===== src/rtl/charbuf_writer.sv =====
// Byte-stream writer for the 32x32 character buffer: cursor, control codes, line/screen clears.
// Build option: CHARBUF_WRITER_CLS_ON_RESET_EN clears the whole screen after reset.
module charbuf_writer #(
    parameter int COLS   = 32,
    parameter int ROWS   = 32,
    parameter int ADDR_W = 10
) (
    input  logic                    clk,
    input  logic                    reset,
    input  logic [7:0]              in_data,
    input  logic                    in_valid,
    output logic                    in_ready,
    output logic                    wr_en,
    output logic [ADDR_W-1:0]       wr_addr,
    output logic [7:0]              wr_data,
    output logic [$clog2(ROWS)-1:0] cur_row,
    output logic [$clog2(COLS)-1:0] cur_col
);

    localparam int CW = $clog2(COLS);
    localparam int RW = $clog2(ROWS);
    localparam logic [7:0]        SPACE     = 8'h20;
    localparam logic [ADDR_W-1:0] LINE_LAST = ADDR_W'(COLS - 1);
    localparam logic [ADDR_W-1:0] ALL_LAST  = ADDR_W'(COLS * ROWS - 1);
    localparam logic [CW-1:0]     COL_LAST  = CW'(COLS - 1);

    typedef enum logic [1:0] {
        IDLE,
        CLR_LINE,
        CLR_ALL
    } state_t;

`ifdef CHARBUF_WRITER_CLS_ON_RESET_EN
    localparam state_t RST_STATE = CLR_ALL;
    localparam logic   RST_READY = 1'b0;
`else
    localparam state_t RST_STATE = IDLE;
    localparam logic   RST_READY = 1'b1;
`endif

    state_t            state;
    state_t            state_n;
    logic [ADDR_W-1:0] clr_cnt;
    logic [ADDR_W-1:0] clr_cnt_n;
    logic              clr_done;
    logic              clr_done_n;
    logic              in_ready_n;
    logic              wr_en_n;
    logic [ADDR_W-1:0] wr_addr_n;
    logic [7:0]        wr_data_n;
    logic [RW-1:0]     row_n;
    logic [CW-1:0]     col_n;

    logic              accept;
    logic              is_print;
    logic              is_cr;
    logic              is_lf;
    logic              is_bs;
    logic              is_ff;
    logic [RW-1:0]     row_inc;
    logic [ADDR_W-1:0] cur_addr;
    logic [ADDR_W-1:0] line_base;
    logic [ADDR_W-1:0] next_base;

    assign accept   = in_valid && in_ready;
    assign is_print = (in_data >= 8'h20) && (in_data != 8'h7F);
    assign is_cr    = (in_data == 8'h0D);
    assign is_lf    = (in_data == 8'h0A);
    assign is_bs    = (in_data == 8'h08);
    assign is_ff    = (in_data == 8'h0C);

    assign row_inc   = cur_row + RW'(1);
    assign cur_addr  = ADDR_W'({cur_row, cur_col});
    assign line_base = ADDR_W'({cur_row, CW'(0)});
    assign next_base = ADDR_W'({row_inc, CW'(0)});

    // Clears issue their first write on the entering edge when nothing else
    // occupies the write port, so the counter then starts at 1.
    always_comb begin
        state_n    = state;
        clr_cnt_n  = clr_cnt;
        clr_done_n = clr_done;
        wr_en_n    = 1'b0;
        wr_addr_n  = wr_addr;
        wr_data_n  = wr_data;
        row_n      = cur_row;
        col_n      = cur_col;

        unique case (state)
            IDLE: begin
                if (accept) begin
                    unique case (1'b1)
                        is_print: begin
                            wr_en_n   = 1'b1;
                            wr_addr_n = cur_addr;
                            wr_data_n = in_data;
                            if (cur_col == COL_LAST) begin
                                col_n      = '0;
                                row_n      = row_inc;
                                state_n    = CLR_LINE;
                                clr_cnt_n  = '0;
                                clr_done_n = 1'b0;
                            end else begin
                                col_n = cur_col + CW'(1);
                            end
                        end
                        is_cr: begin
                            col_n = '0;
                        end
                        is_lf: begin
                            row_n      = row_inc;
                            state_n    = CLR_LINE;
                            wr_en_n    = 1'b1;
                            wr_addr_n  = next_base;
                            wr_data_n  = SPACE;
                            clr_cnt_n  = ADDR_W'(1);
                            clr_done_n = 1'b0;
                        end
                        is_bs: begin
                            if (cur_col != '0) begin
                                col_n = cur_col - CW'(1);
                            end
                        end
                        is_ff: begin
                            row_n      = '0;
                            col_n      = '0;
                            state_n    = CLR_ALL;
                            wr_en_n    = 1'b1;
                            wr_addr_n  = '0;
                            wr_data_n  = SPACE;
                            clr_cnt_n  = ADDR_W'(1);
                            clr_done_n = 1'b0;
                        end
                        default: begin
                        end
                    endcase
                end
            end
            CLR_LINE, CLR_ALL: begin
                if (clr_done) begin
                    state_n = IDLE;
                end else begin
                    wr_en_n   = 1'b1;
                    wr_data_n = SPACE;
                    clr_cnt_n = clr_cnt + ADDR_W'(1);
                    if (state == CLR_LINE) begin
                        wr_addr_n  = line_base + clr_cnt;
                        clr_done_n = (clr_cnt == LINE_LAST);
                    end else begin
                        wr_addr_n  = clr_cnt;
                        clr_done_n = (clr_cnt == ALL_LAST);
                    end
                end
            end
            default: begin
                state_n = IDLE;
            end
        endcase

        in_ready_n = (state_n == IDLE);
    end

    always_ff @(posedge clk or posedge reset) begin
        if (reset) begin
            state    <= RST_STATE;
            clr_cnt  <= '0;
            clr_done <= 1'b0;
            in_ready <= RST_READY;
            wr_en    <= 1'b0;
            wr_addr  <= '0;
            wr_data  <= '0;
            cur_row  <= '0;
            cur_col  <= '0;
        end else begin
            state    <= state_n;
            clr_cnt  <= clr_cnt_n;
            clr_done <= clr_done_n;
            in_ready <= in_ready_n;
            wr_en    <= wr_en_n;
            wr_addr  <= wr_addr_n;
            wr_data  <= wr_data_n;
            cur_row  <= row_n;
            cur_col  <= col_n;
        end
    end

endmodule

===== config.mk =====
export PLATFORM = sky130hd
export DESIGN_NAME = charbuf_writer
export DESIGN_NICKNAME = d
export VERILOG_FILES = /design/src/rtl/charbuf_writer.sv
export SDC_FILE = /design/constraint.sdc
export NUM_CORES = 1
export LEC_CHECK = 0
export ABC_AREA = 0
export CORE_UTILIZATION = 43
export DETAILED_ROUTE_END_ITERATION = 6
export PLACE_DENSITY = 0.73
export SLEW_MARGIN = 20
export SYNTH_ARGS = -nofsm -noshare
export SYNTH_HDL_FRONTEND = slang
export SYNTH_SLANG_ARGS = --single-unit

===== constraint.sdc =====
create_clock -name clk -period 2.2 [get_ports clk]
set_clock_uncertainty 0.05 [all_clocks]
set_input_delay 0.66 -clock clk [delete_from_list [all_inputs] [get_ports clk]]
set_output_delay 0.66 -clock clk [all_outputs]
set_load 0.02 [all_outputs]

==> metrics.txt, run 1 <==
CP max stage delay=0.50 ns; CP delay by family, top=simple AND/OR/NAND/NOR gates; Max rail drop VDD=703.1 uV; Top FF cell, synth=dfrtp_1; Die Ht=82.07 um; Critical Path Start Type=input port; Mapped Area=0.002756 mm2; IO Port Bufs=40; most frequent cell after synthesis=dfrtp_1; core outline area=0.006061 mm2; full die area=0.006735 mm2; CTS Buf Count=5; Slew @ Worst Pin=0.4699 ns; Synth top cells by count=dfrtp_1, nand2_1, o21ai_0; CP Capture Type=flip-flop; Placed Instances=451; critical path fanouts, max=5; first drt pass iteration count=4; GRT Util Overall=23.61%; first-pass GRT wire length=12030 um; final period utilization=108.3%; Worst Hold Launch=wr_addr[0]; htree depth=2; failing checks=setup timing; DRC=0; final non-filler cell total=465; CP arrival=2.52 ns; ant diodes=0; Ports=41; Async SR Flop Fraction=100.0%; post-synthesis sequential area ratio=39.08%; Via Count=2654; remaining antenna violation count=0; leakage=0.001749 uW; layout net count=414; fin. max-slew vios=0; initial drt markers=117; worst path bufs/invs=4; CTS tree=done; Syn Inst Count=296; syn_area_per_cell=9.312 um2; area taken by multi-input logic gates=0.001778 mm2; DRT Wirelength=7456 um; vias in the first global route=2591; Area Overhead vs Synth=44.48%; worst-skew pair later-pin latency=0.30 ns; antenna violations before repair=0; Post-synth EDFFs=0; R2R setup slack=-0.07 ns; Routed wire per std cell=16.03 um; starting density of the core=45.48%; RSZ-0062 raised after global routing=yes; RR Startpoint=cur_row[0]; post-synth top area share=38.13%; P per Cell Area=1032 mW/mm2; Root Buffer=clkbuf_8; grt ovf=0; Final Hold Fails=0; Critical Path Most Common Cell=buf_6; Hold Path Cell Cnt=1; worst-path cell chain=buf_6, or3b_4, buf_6, or4_4, a31oi_4, buf_6, buf_6, nand2_2, a32o_1; largest net degree at the start of global routing=44; Seq cells post-synth=43; reg2reg path depth=9; Layout fillers=503; worst setup margin=-0.1833 ns; # rows=28; fmax=419.6 MHz; clock buffer depth=2; register area=0.001077 mm2; Ys Warns=0; post-DR vias/cell=5.708; Crit Path Class=input port to flip-flop; # clock sinks=43; Clk pin slew, worst setup/hold paths=0.08 ns; fin crit period=2.383 ns; number of library cell types mapped by synthesis=56; Slew Limit Headroom=68.68%; slowest cell on the critical path=or4_4; run status=finished with violations; Min-Delay Endpoint=wr_addr[0]; post-synth top area cell=dfrtp_1; # setup viols final=29; setup_tns=-3.100 ns; synth top area cells=dfrtp_1, ha_1, o21ai_0; max-cap viol count=0; die width=82.07 um; Routability Congestion=0.8755; detailed placement HPWL=5472 um; layout cells sized above 1=31.54%; Synthesized Nets=321; worst flop-to-flop path endpoint=wr_addr[9]; Required @ worst endpoint=2.34 ns; worst hold path type=flip-flop to flip-flop
cell type report:
class / count / share of cell area (%)
Clock buffer: 6 / 2.074
Clock inverter: 2 / 0.8797
Inverter: 14 / 1.320
Multi-Input combinational cell: 228 / 44.64
Sequential cell: 43 / 27.05
Tap cell: 75 / 2.356
Timing Repair Buffer: 97 / 21.68
worst max path at each step:
stage,from,depth (start not counted),end,slack [ns]
floorplan,in_data[5],8,wr_addr[5],-0.60
global placement,in_data[3],7,wr_addr[1],-0.90
global route,in_data[0],9,clr_cnt[1],-0.20
CTS,in_data[0],8,clr_cnt[2],-0.17
detailed placement,in_data[3],7,wr_addr[1],-0.92
finish,in_data[0],9,clr_cnt[1],-0.18
state kept, by name (all words and copies together), names as in the netlist:
| register | cells |
|---|---|
| wr_en | 1 |
| clr_cnt | 10 |
| state | 2 |
| wr_addr | 10 |
| clr_done | 1 |
| cur_row | 5 |
| in_ready | 1 |
| cur_col | 5 |
| wr_data | 8 |
layout by cell type, fill, tap and decap left out, drive strengths merged, types with 7 or more instances in the layout:
| cell type | Yosys | routed |
|---|---|---|
| buf | 4 | 63 |
| dfrtp | 42 | 42 |
| nand2 | 30 | 30 |
| clkdlybuf4s50 | 0 | 29 |
| o21ai | 25 | 25 |
| nor2 | 18 | 18 |
| a21oi | 17 | 17 |
| inv | 14 | 13 |
| ha | 13 | 13 |
| a22o | 9 | 9 |
| mux2 | 8 | 8 |
| a31oi | 8 | 8 |
| nor3 | 7 | 7 |
worst reg2reg max path, stage by stage (launching register included):
cell	delay, ns
dfrtp_1	0.39
ha_2	0.19
inv_1	0.05
fa_1	0.39
nand2b_1	0.16
a21oi_1	0.16
mux2i_1	0.25
xnor2_1	0.15
a21oi_1	0.11
mux2_4	0.28
layer usage:
metal | global-route usage, % | vias up | wire, um
met5 | 0 | - | 0
met4 | 6.667 | 0 | 90
met3 | 4.222 | 8 | 274
met2 | 41.57 | 58 | 3830
met1 | 29.34 | 1298 | 3261
li1 | - | 1290 | -
report_power, final:
group,switching (uW),internal (uW),total (uW)
Clock,273,367,641
Combinational,1150,1110,2260
Sequential,166,1040,1210
Total,1590,2520,4110
stage by stage:
| stage | util [%] | hold slack [ns] | total power [uW] | cell area, um2 | setup WS, ns |
|---|---|---|---|---|---|
| after floorplan | - | 0.4551 | 2400 | 2810 | -0.6016 |
| after global placement | 60.20 | 0.4431 | 3266 | 3649 | -0.8972 |
| after detailed placement | 60.20 | 0.4413 | 3302 | 3649 | -0.9231 |
| after CTS | 63.54 | 0.4675 | 4030 | 3851 | -0.1742 |
| after global routing | 65.71 | 0.4934 | 4366 | 3983 | -0.1959 |
| final | 65.71 | 0.4697 | 4110 | 3983 | -0.1833 |
cell families after synthesis:
logic type	Yosys count	share of synthesized area [%]
simple gates	103	19.47
compound gates	94	23.97
flops	43	39.08
buf+inv	25	3.994
fa+ha+maj	14	6.628
mux	12	5.266
xor+xnor	5	1.589
repair_timing:
action	CTS	global route
endpoints found under the setup margin	43	42
setup buffers	2	4
pin swaps	15	10
hold buffers	0	0
gates resized for setup	57	27
(Power assumes the default switching activity.)
==> inputs of run 2 (changes only) <==
- CAP_MARGIN: unset -> 15
- CORE_UTILIZATION: 43 -> 30
- PLACE_DENSITY: 0.73 -> 0.56
==> metrics.txt, run 2 (synthesized netlist as in run 1, its figures left out) <==
critical path fanouts, max=8; Required @ worst endpoint=2.34 ns; clock buffer depth=2; die width=97.86 um; layout net count=420; antenna violations before repair=0; # rows=34; DP Area=0.003757 mm2; Routability Congestion=0.7643; largest net degree at the start of global routing=44; IO Port Bufs=40; CTS tree=done; GRT Util Overall=17.02%; RSZ-0062 raised after global routing=yes; CP delay by family, top=simple AND/OR/NAND/NOR gates; Worst Hold Launch=wr_data[2]; Critical Path Most Common Cell=or3_4; final instance area=0.004108 mm2; slowest cell on the critical path=or3_4; grt ovf=0; post-layout util=46.65%; reg2reg path depth=9; fmax=418.7 MHz; fin. max-slew vios=0; Max rail drop VDD=553.0 uV; pre-CTS WS=-0.9497 ns; Routed wire per std cell=15.51 um; most common cell after layout, fill and taps aside=buf_4; DRT Wirelength=7802 um; Clk pin slew, worst setup/hold paths=0.08 ns; DRC=0; RR Startpoint=clr_cnt[5]; Worst Setup SP=in_data[7]; fin crit period=2.388 ns; Min-Delay Endpoint=wr_data[2]; Crit Path Class=input port to flip-flop; post-DR vias/cell=5.199; core outline area=0.008806 mm2; worst flop-to-flop path endpoint=wr_addr[9]; run status=finished with violations; worst-path cell chain=buf_6, or3_4, or3_4, a21o_4, a221oi_4, buf_12, mux2_4; Slew Limit Headroom=74.08%; worst setup margin=-0.1881 ns; first-pass GRT wire length=13140 um; # clock sinks=43; worst path bufs/invs=2; max-cap viol count=0; Layout fillers=852; Final Hold Fails=0; ant diodes=0; CTS Buf Count=5; R2R setup slack=0 ns; starting density of the core=31.30%; P per Cell Area=1003 mW/mm2; htree depth=2; vias in the first global route=2699; Largest regs=clr_cnt: 10 flops, wr_addr: 10 flops, wr_data: 8 flops; initial drt markers=103; detailed placement HPWL=5623 um; Hold Path Cell Cnt=1; first drt pass iteration count=4; Die Ht=97.86 um; leakage=0.001809 uW; CP max stage delay=0.40 ns; Root Buffer=clkbuf_8; CP arrival=2.53 ns; Slew @ Worst Pin=0.3888 ns; commonest cells after routing, fill and taps aside=buf_4, dfrtp_1, clkdlybuf4s50_1, nand2_1; CP Capture Type=flip-flop; worst-skew pair later-pin latency=0.30 ns; # setup viols final=28; Ports=41; Via Count=2615; final period utilization=108.6%; remaining antenna violation count=0; failing checks=setup timing; full die area=0.009576 mm2; Area Overhead vs Synth=49.02%; layout cells sized above 1=32.41%; Critical Path Start Type=input port; worst hold path type=flip-flop to flip-flop
run 2: cell count changes in the layout (fill, tap and decap cells not counted), sizes merged:
cell | previous run | this run
buf | 63 | 69
clkinv | 2 | 1
dlygate4sd2 | 4 | 3
dlymetal6s2s | 1 | 2
run 2: area by class of cell:
cell class	instances	area, um2	area share [%]
multi-input cells	228	1821	44.32
flip-flops and latches	43	1079	26.26
repair buffers	103	918.4	22.36
well taps	108	135.1	3.290
clock buffers	6	72.57	1.767
inverters	14	52.55	1.279
clock inverters	1	30.03	0.7310
run 2: per-layer routing:
layer | vias up | track usage, % | routed length [um] | part of all wire [%]
li1 | 1296 | - | - | -
met1 | 1278 | 21.70 | 3650 | 47
met2 | 35 | 29.69 | 3928 | 50
met3 | 6 | 3.078 | 163 | 2.1
met4 | 0 | 4.196 | 59 | 0.76
met5 | - | 0 | 0 | 0
run 2: repair_timing:
item | CTS | global route
hold buffers | 0 | 0
cloned | 0 | 0
pin swaps | 12 | 12
endpoints found under the setup margin | 43 | 39
resized for setup | 64 | 28
setup buffers | 0 | 3
run 2: power by group:
group | internal (uW) | switching, uW | leakage (uW)
logic | 1130 | 1150 | 0.00121
registers | 1040 | 180 | 0.000547
clock network | 333 | 288 | 0.0000513
total | 2500 | 1620 | 0.00181
run 2: stage by stage:
stage / instances / hold slack, ns / total power (uW) / TNS [ns]
after floorplan: 296 / 0.4551 / 2400 / -9.738
after global placement: 493 / 0.4430 / 3304 / -30.87
after detailed placement: 493 / 0.4460 / 3321 / -31.69
after CTS: 500 / 0.4731 / 4020 / -2.206
after global routing: 503 / 0.4839 / 4397 / -4.064
final: 503 / 0.4688 / 4121 / -2.836
run 2: worst max-delay path by stage:
| stage | endpoint | slack [ns] | cells after the start |
|---|---|---|---|
| after floorplan | wr_addr[5] | -0.60 | 8 |
| after CTS | wr_addr[1] | -0.17 | 7 |
| after global placement | wr_addr[0] | -0.92 | 7 |
| final | wr_addr[1] | -0.19 | 7 |
| after global routing | wr_addr[6] | -0.22 | 7 |
| after detailed placement | wr_addr[0] | -0.95 | 7 |
